<file path="config.mk">
export PLATFORM = sky130hd
export DESIGN_NAME = pkg_frame_sched
export DESIGN_NICKNAME = d
export VERILOG_FILES = /design/src/rtl/pkg_frame_pkg.sv /design/src/rtl/pkg_rr_arb.sv /design/src/rtl/pkg_frame_sched.sv
export SDC_FILE = /design/constraint.sdc
export NUM_CORES = 1
export LEC_CHECK = 0
export ABC_AREA = 1
export BUFFER_PORTS_ARGS = -buffer_cell sky130_fd_sc_hd__buf_2
export CORE_ASPECT_RATIO = 1.75
export CORE_UTILIZATION = 40
export CTS_CLUSTER_SIZE = 20
export DETAILED_ROUTE_END_ITERATION = 10
export PLACE_DENSITY = 0.71
export SYNTH_ARGS = -nofsm -noshare
export SYNTH_HDL_FRONTEND = slang
export SYNTH_SLANG_ARGS = --single-unit
export TNS_END_PERCENT = 100
</file>
<file path="constraint.sdc">
create_clock -name clk_sys -period 4.2 [get_ports clk_sys]
set_clock_uncertainty 0.15 [all_clocks]
set_input_delay 0.84 -clock clk_sys [delete_from_list [all_inputs] [get_ports clk_sys]]
set_output_delay 0.84 -clock clk_sys [all_outputs]
set_load 0.005 [all_outputs]
</file>
<file path="src/rtl/pkg_frame_pkg.sv">
// Shared types and constants for the package frame scheduler.
package pkg_frame_pkg;

    typedef enum logic [2:0] {
        IDLE      = 3'd0,
        ARB       = 3'd1,
        HDR       = 3'd2,
        PAY       = 3'd3,
        TRL       = 3'd4,
        WAIT_DONE = 3'd5
    } state_t;

    localparam logic [15:0] SYNC_WORD = 16'hEB90;
    localparam int          LEN_W     = 20;

    // Position of each word within the 4-word header
    localparam logic [1:0] HDR_W_SYNC = 2'd0;
    localparam logic [1:0] HDR_W_ID   = 2'd1;
    localparam logic [1:0] HDR_W_LENH = 2'd2;
    localparam logic [1:0] HDR_W_LENL = 2'd3;

endpackage

</file>
<file path="src/rtl/pkg_rr_arb.sv">
// Combinational round-robin arbiter: first requester at or after ptr, modulo NCH.
module pkg_rr_arb #(
    parameter int NCH = 4,
    parameter int IW  = $clog2(NCH)
) (
    input  logic [NCH-1:0] req,
    input  logic [IW-1:0]  ptr,
    output logic [NCH-1:0] gnt,
    output logic [IW-1:0]  idx,
    output logic           any
);

    // Scan from the farthest candidate down so the nearest one to ptr wins
    always_comb begin
        gnt = '0;
        idx = '0;
        any = |req;
        for (int k = NCH - 1; k >= 0; k--) begin
            if (req[(int'(ptr) + k) % NCH]) begin
                gnt = '0;
                gnt[(int'(ptr) + k) % NCH] = 1'b1;
                idx = IW'((int'(ptr) + k) % NCH);
            end
        end
    end

endmodule

</file>
<file path="src/rtl/pkg_frame_sched.sv">
// Package frame scheduler: arbitrate channels, emit header + payload (+ checksum), await ack.
// Optional checksum trailer enabled by defining PKG_CSUM_EN.
module pkg_frame_sched #(
    parameter int          NCH       = 4,
    parameter logic [15:0] SYNC_WORD = pkg_frame_pkg::SYNC_WORD
) (
    input  logic                               clk_sys,
    input  logic                               rst,
    input  logic                               pluse_us,
    input  logic [5:0]                         dev_id,
    input  logic                               cfg_en,
    input  logic [15:0]                        cfg_tmo_us,
    input  logic [NCH-1:0]                     ch_req,
    input  logic [NCH*pkg_frame_pkg::LEN_W-1:0] ch_len,
    output logic [NCH-1:0]                     ch_gnt,
    input  logic [15:0]                        buf_q,
    input  logic                               buf_empty,
    output logic                               buf_rdreq,
    output logic [15:0]                        pkg_d,
    output logic                               pkg_vld,
    input  logic                               pkg_done,
    output logic                               busy,
    output logic                               err_tmo,
    output logic [15:0]                        pkg_cnt
);
    import pkg_frame_pkg::*;

    localparam int IW = $clog2(NCH);

    state_t             state, state_nxt, after_pay;
    logic [1:0]         hdr_cnt;
    logic [LEN_W-1:0]   len_r, req_rem, recv_rem, arb_len;
    logic [IW-1:0]      idx_r, ptr, arb_idx;
    logic [NCH-1:0]     gnt_r, arb_gnt;
    logic               arb_any, rd_pend, tmo, pay_word, in_wait;
    logic [15:0]        us_cnt;

`ifdef PKG_CSUM_EN
    logic [15:0] csum;
    assign after_pay = TRL;
`else
    assign after_pay = WAIT_DONE;
`endif

    pkg_rr_arb #(.NCH(NCH), .IW(IW)) u_arb (
        .req (ch_req),
        .ptr (ptr),
        .gnt (arb_gnt),
        .idx (arb_idx),
        .any (arb_any)
    );

    assign arb_len   = ch_len[int'(arb_idx)*LEN_W +: LEN_W];
    assign in_wait   = (state == PAY) || (state == WAIT_DONE);
    assign tmo       = in_wait && (cfg_tmo_us != 16'd0) && (us_cnt >= cfg_tmo_us);
    assign pay_word  = (state == PAY) && rd_pend && !tmo;
    assign buf_rdreq = (state == PAY) && !buf_empty && (req_rem != '0) && !tmo;
    assign busy      = (state != IDLE);
    assign ch_gnt    = gnt_r;
    // A completing acknowledge wins over a timeout reached in the same cycle
    assign err_tmo   = tmo && !((state == WAIT_DONE) && pkg_done);

    always_comb begin
        state_nxt = state;
        case (state)
            IDLE:      if (cfg_en && |ch_req) state_nxt = ARB;
            ARB:       state_nxt = arb_any ? HDR : IDLE;
            HDR:       if (hdr_cnt == HDR_W_LENL) state_nxt = (len_r == '0) ? after_pay : PAY;
            PAY: begin
                if (tmo)                                          state_nxt = IDLE;
                else if (pay_word && (recv_rem == LEN_W'(1)))     state_nxt = after_pay;
            end
            TRL:       state_nxt = WAIT_DONE;
            WAIT_DONE: if (pkg_done || tmo) state_nxt = IDLE;
            default:   state_nxt = IDLE;
        endcase
    end

    always_comb begin
        pkg_vld = 1'b0;
        pkg_d   = '0;
        case (state)
            HDR: begin
                pkg_vld = 1'b1;
                case (hdr_cnt)
                    HDR_W_SYNC: pkg_d = SYNC_WORD;
                    HDR_W_ID:   pkg_d = {dev_id, 7'(idx_r), 3'b000};
                    HDR_W_LENH: pkg_d = {12'h000, len_r[19:16]};
                    default:    pkg_d = len_r[15:0];
                endcase
            end
            PAY: begin
                if (pay_word) begin
                    pkg_vld = 1'b1;
                    pkg_d   = buf_q;
                end
            end
`ifdef PKG_CSUM_EN
            TRL: begin
                pkg_vld = 1'b1;
                pkg_d   = csum;
            end
`endif
            default: ;
        endcase
    end

    always_ff @(posedge clk_sys or posedge rst) begin
        if (rst) begin
            state    <= IDLE;
            hdr_cnt  <= '0;
            len_r    <= '0;
            req_rem  <= '0;
            recv_rem <= '0;
            idx_r    <= '0;
            ptr      <= '0;
            gnt_r    <= '0;
            rd_pend  <= 1'b0;
            us_cnt   <= '0;
            pkg_cnt  <= '0;
        end else begin
            state   <= state_nxt;
            hdr_cnt <= (state == HDR) ? hdr_cnt + 2'd1 : 2'd0;
            rd_pend <= buf_rdreq;
            if (buf_rdreq) req_rem  <= req_rem - LEN_W'(1);
            if (pay_word)  recv_rem <= recv_rem - LEN_W'(1);
            if ((state == ARB) && arb_any) begin
                idx_r    <= arb_idx;
                len_r    <= arb_len;
                req_rem  <= arb_len;
                recv_rem <= arb_len;
                gnt_r    <= arb_gnt;
                ptr      <= (int'(arb_idx) == NCH - 1) ? '0 : arb_idx + IW'(1);
            end else if (state_nxt == IDLE) begin
                gnt_r <= '0;
            end
            if ((state == WAIT_DONE) && pkg_done) pkg_cnt <= pkg_cnt + 16'd1;
            // Stall timer restarts on any state change or delivered payload word
            if ((state_nxt != state) || pay_word)
                us_cnt <= '0;
            else if (pluse_us && in_wait && (us_cnt != 16'hFFFF))
                us_cnt <= us_cnt + 16'd1;
        end
    end

`ifdef PKG_CSUM_EN
    always_ff @(posedge clk_sys or posedge rst) begin
        if (rst)                         csum <= '0;
        else if (state == ARB)           csum <= '0;
        else if (pay_word)               csum <= csum + buf_q;
    end
`endif

endmodule

</file>
==> impl_metrics.yaml <==
timing:
  fin_hold_ws_ns: 0.326
  finalSetupTns_ns: 0
  worst_pin_slew_ns: 0.651
  max_freq_mhz: 266
  finalHoldViolCount: 0
  finalCriticalPeriod_ns: 3.77
  fin_crit_sh_pct: 89.7
  setup_violations: 0
  slew_violations: 0
  worst_slew_margin_rel_pct: 56.5
  rsz0062_at_grt: "false"
floorplanning:
  core_um2: 19300
  io_pins: 168
  die_h_um: 188
  num_rows: 67
  die-area_um2: 20400
  initial_core_util_pct: 41.1
  die_x_um: 108
clocking:
  postCtsSetupBuffers: 0
  cts_resized: 0
  clkTransAtPathRegs_ns: 0.08
  cts-htree-levels: 3
  clock-sinks: 106
  cts_root_buf: "clkbuf_16"
  cts_buffers: 9
  clockBufferDepth: 2
  clkLatencyLatePin_ns: 0.36
  cts_tree: "done"
  holdBufCountCts: 0
global_route:
  grt.overflow.total: 0
  grt_pass1_wl_um: 37300
  antenna_found_initial: 0
  grt_max_degree: 107
  grtUsageTotal_pct: 23.6
  grt_util_met3_pct: 2.28
  grt_pass1_vias: 7795
  grt_util_met1_pct: 25.5
  grt.busiest_layer: "met2"
  grt_util_met2_pct: 44.1
detailed_routing:
  vias: 7910
  routed_wl_um: 22900
  avgViaCountPerCell: 5.09
  routedWlPerCell_um: 14.7
  post-route-drc-count: 0
  drt_iter0_markers: 363
  first_pass_iters: 5
  drt.antenna.violating_nets: 0
cells_and_area:
  multiInputGateArea_um2: 4350
  utilization_pct: 48.2
  layout-drive-gt1-share_pct: 20.2
  final_nets: 1470
  diodes: 0
  fillCellCount: 2012
  syn_to_final_growth_pct: 17.1
  seq_area_um2: 2650
logic_synthesis:
  synthXorXnorAreaFrac_pct: 3.87
  syn_inst: 1152
  synthMuxAreaShare_pct: 0
  synthArstFlopShare_pct: 100
  ys_warn_count: 0
  seq_area_frac_synth_pct: 33.5
  synthTopCellsByArea: "dfrtp_1 33%, nand2_1 12%, inv_1 8.5%"
  synth_fa_ha_area_share_pct: 5.21
  synth-compound-area-share_pct: 13.4
  ys_ff_latch: 106
  synth-simple-area-share_pct: 32.4
  netlist_top_cells_count: "247 x nand2_1, 179 x inv_1, 162 x nor2_1"
  synth_nets: 1313
  yosys.area.top_type_share_pct: 33.5
  synth_cell_types: 47
  syn_avg_cell_area_um2: 6.88
  synth_top_family_by_area: "simple AND/OR/NAND/NOR gates"
  yosysTopAreaCell: "dfrtp_1"
  synth_flop_cell: "dfrtp_1"
  synth.most_common_cell: "nand2_1"
  synth-edff-count: 0
  syn_area_um2: 7930
worst_setup_path:
  crit_type: "in2out"
  crit_path_max_fanout: 23
  startpoint_type: "input pin"
  crit_arrival_ns: 2.78
  cp.required_ns: 3.21
  regToRegStartpoint: "ptr[1]"
  startpoint: "cfg_tmo_us[7]"
  rrSetupSlack_ns: 0.73
  cp-end-kind: "primary output"
place:
  place_congestion: 0.975
  dpl.hpwl_um: 18000
  port_buffers: 167
min_path:
  hold_class: "reg2reg"
  hold_path_startpoint: "pkg_cnt[15]"
power:
  power_uw: 5850
  max-vdd-ir-drop_v: 0.000484
  leakage_uw: 0.00495
  power_density_nw_per_um2: 630
flow_run:
  maxCapViolCount: 0
run_status:
  outcome: "complete, no violations"
## state kept, by name (all words and copies together) (netlist names), 3 cells and up
register,cells
us_cnt,16
recv_rem,20
req_rem,20
pkg_cnt,16
len_r,20
state,3
ch_gnt,4
## report_power, final
| group | internal (uW) | leakage [uW] | switching, uW | total, uW |
|---|---|---|---|---|
| Combinational | 1110 | 0.00348 | 2220 | 3320 |
| Clock | 430 | 0.000152 | 442 | 872 |
| Sequential | 1360 | 0.00133 | 290 | 1650 |
## routing by layer
layer | up-vias | wire [um]
met2 | 214 | 12400
met5 | - | 0
met1 | 3658 | 8770
met4 | 0 | 1020
li1 | 3978 | -
met3 | 60 | 704
## path summary, 6_finish.rpt
| check | to | depth (start not counted) |
|---|---|---|
| worst max-delay path | pkg_d[13] | 15 |
| worst min-delay path | pkg_cnt[15] | 1 |
| worst max register to register | recv_rem[12] | 14 |
| worst min register to register | pkg_cnt[15] | 1 |
| max in group asynchronous | ptr[0] | 3 |
| min in group asynchronous | pkg_cnt[10] | 3 |
## cell families (layout without fill, tap and decap cells)
family                     count (synthesis)  after routing
adders and majority gates                 33             33
xor gates and xnor gates                  35             35
AOI/OAI and AO/OA                        174            174
DFF                                      106            106
buffers and inverters                    227            389
and+or+nand+nor                          577            577
## cell usage in the layout (no fill, tap or decap), types with 8 or more instances in the layout
master / instances
a31oi_1: 10
o21ai_0: 75
nand3_1: 80
buf_2: 167
nand3b_1: 8
inv_2: 14
inv_1: 178
buf_4: 9
clkbuf_16: 9
nand2_1: 247
nor2_1: 162
nand2_2: 9
dfrtp_1: 106
o211ai_1: 13
o21ai_1: 17
a21oi_1: 27
nor3_1: 15
ha_1: 33
a21oi_2: 9
xor2_1: 27
nand4_1: 19
xnor2_1: 8
nand3_2: 10
## area by class of cell
type                            instances  area share [%]
Inverter                              196            8.00
Tap cell                              241            3.25
Clock inverter                          7           0.957
Sequential cell                       106            28.6
Timing Repair Buffer                  177            9.94
Multi-Input combinational cell        819            46.9
Clock buffer                            9            2.43
## metrics by stage
step / area (um^2) / cells / setup WS, ns
detailed placement: 8970 / 1539 / 0.440
global route: 9290 / 1555 / 0.164
floorplan: 7930 / 1152 / 0.421
finish: 9290 / 1555 / 0.434
CTS: 9290 / 1555 / 0.434
global placement: 8970 / 1539 / 0.536
## worst max-delay path, stage by stage
cell and delay, ns:
buf_2 0.07, inv_1 0.04, ha_1 0.30, a21oi_1 0.16, nand2_1 0.07, nor2_1 0.10
nand2_1 0.09, nand2_1 0.07, nand2_1 0.07, nand2_2 0.16, nand2_4 0.11, inv_2 0.36
nand2_1 0.10, o21ai_0 0.09, buf_2 0.13
(Power assumes the default switching activity.)
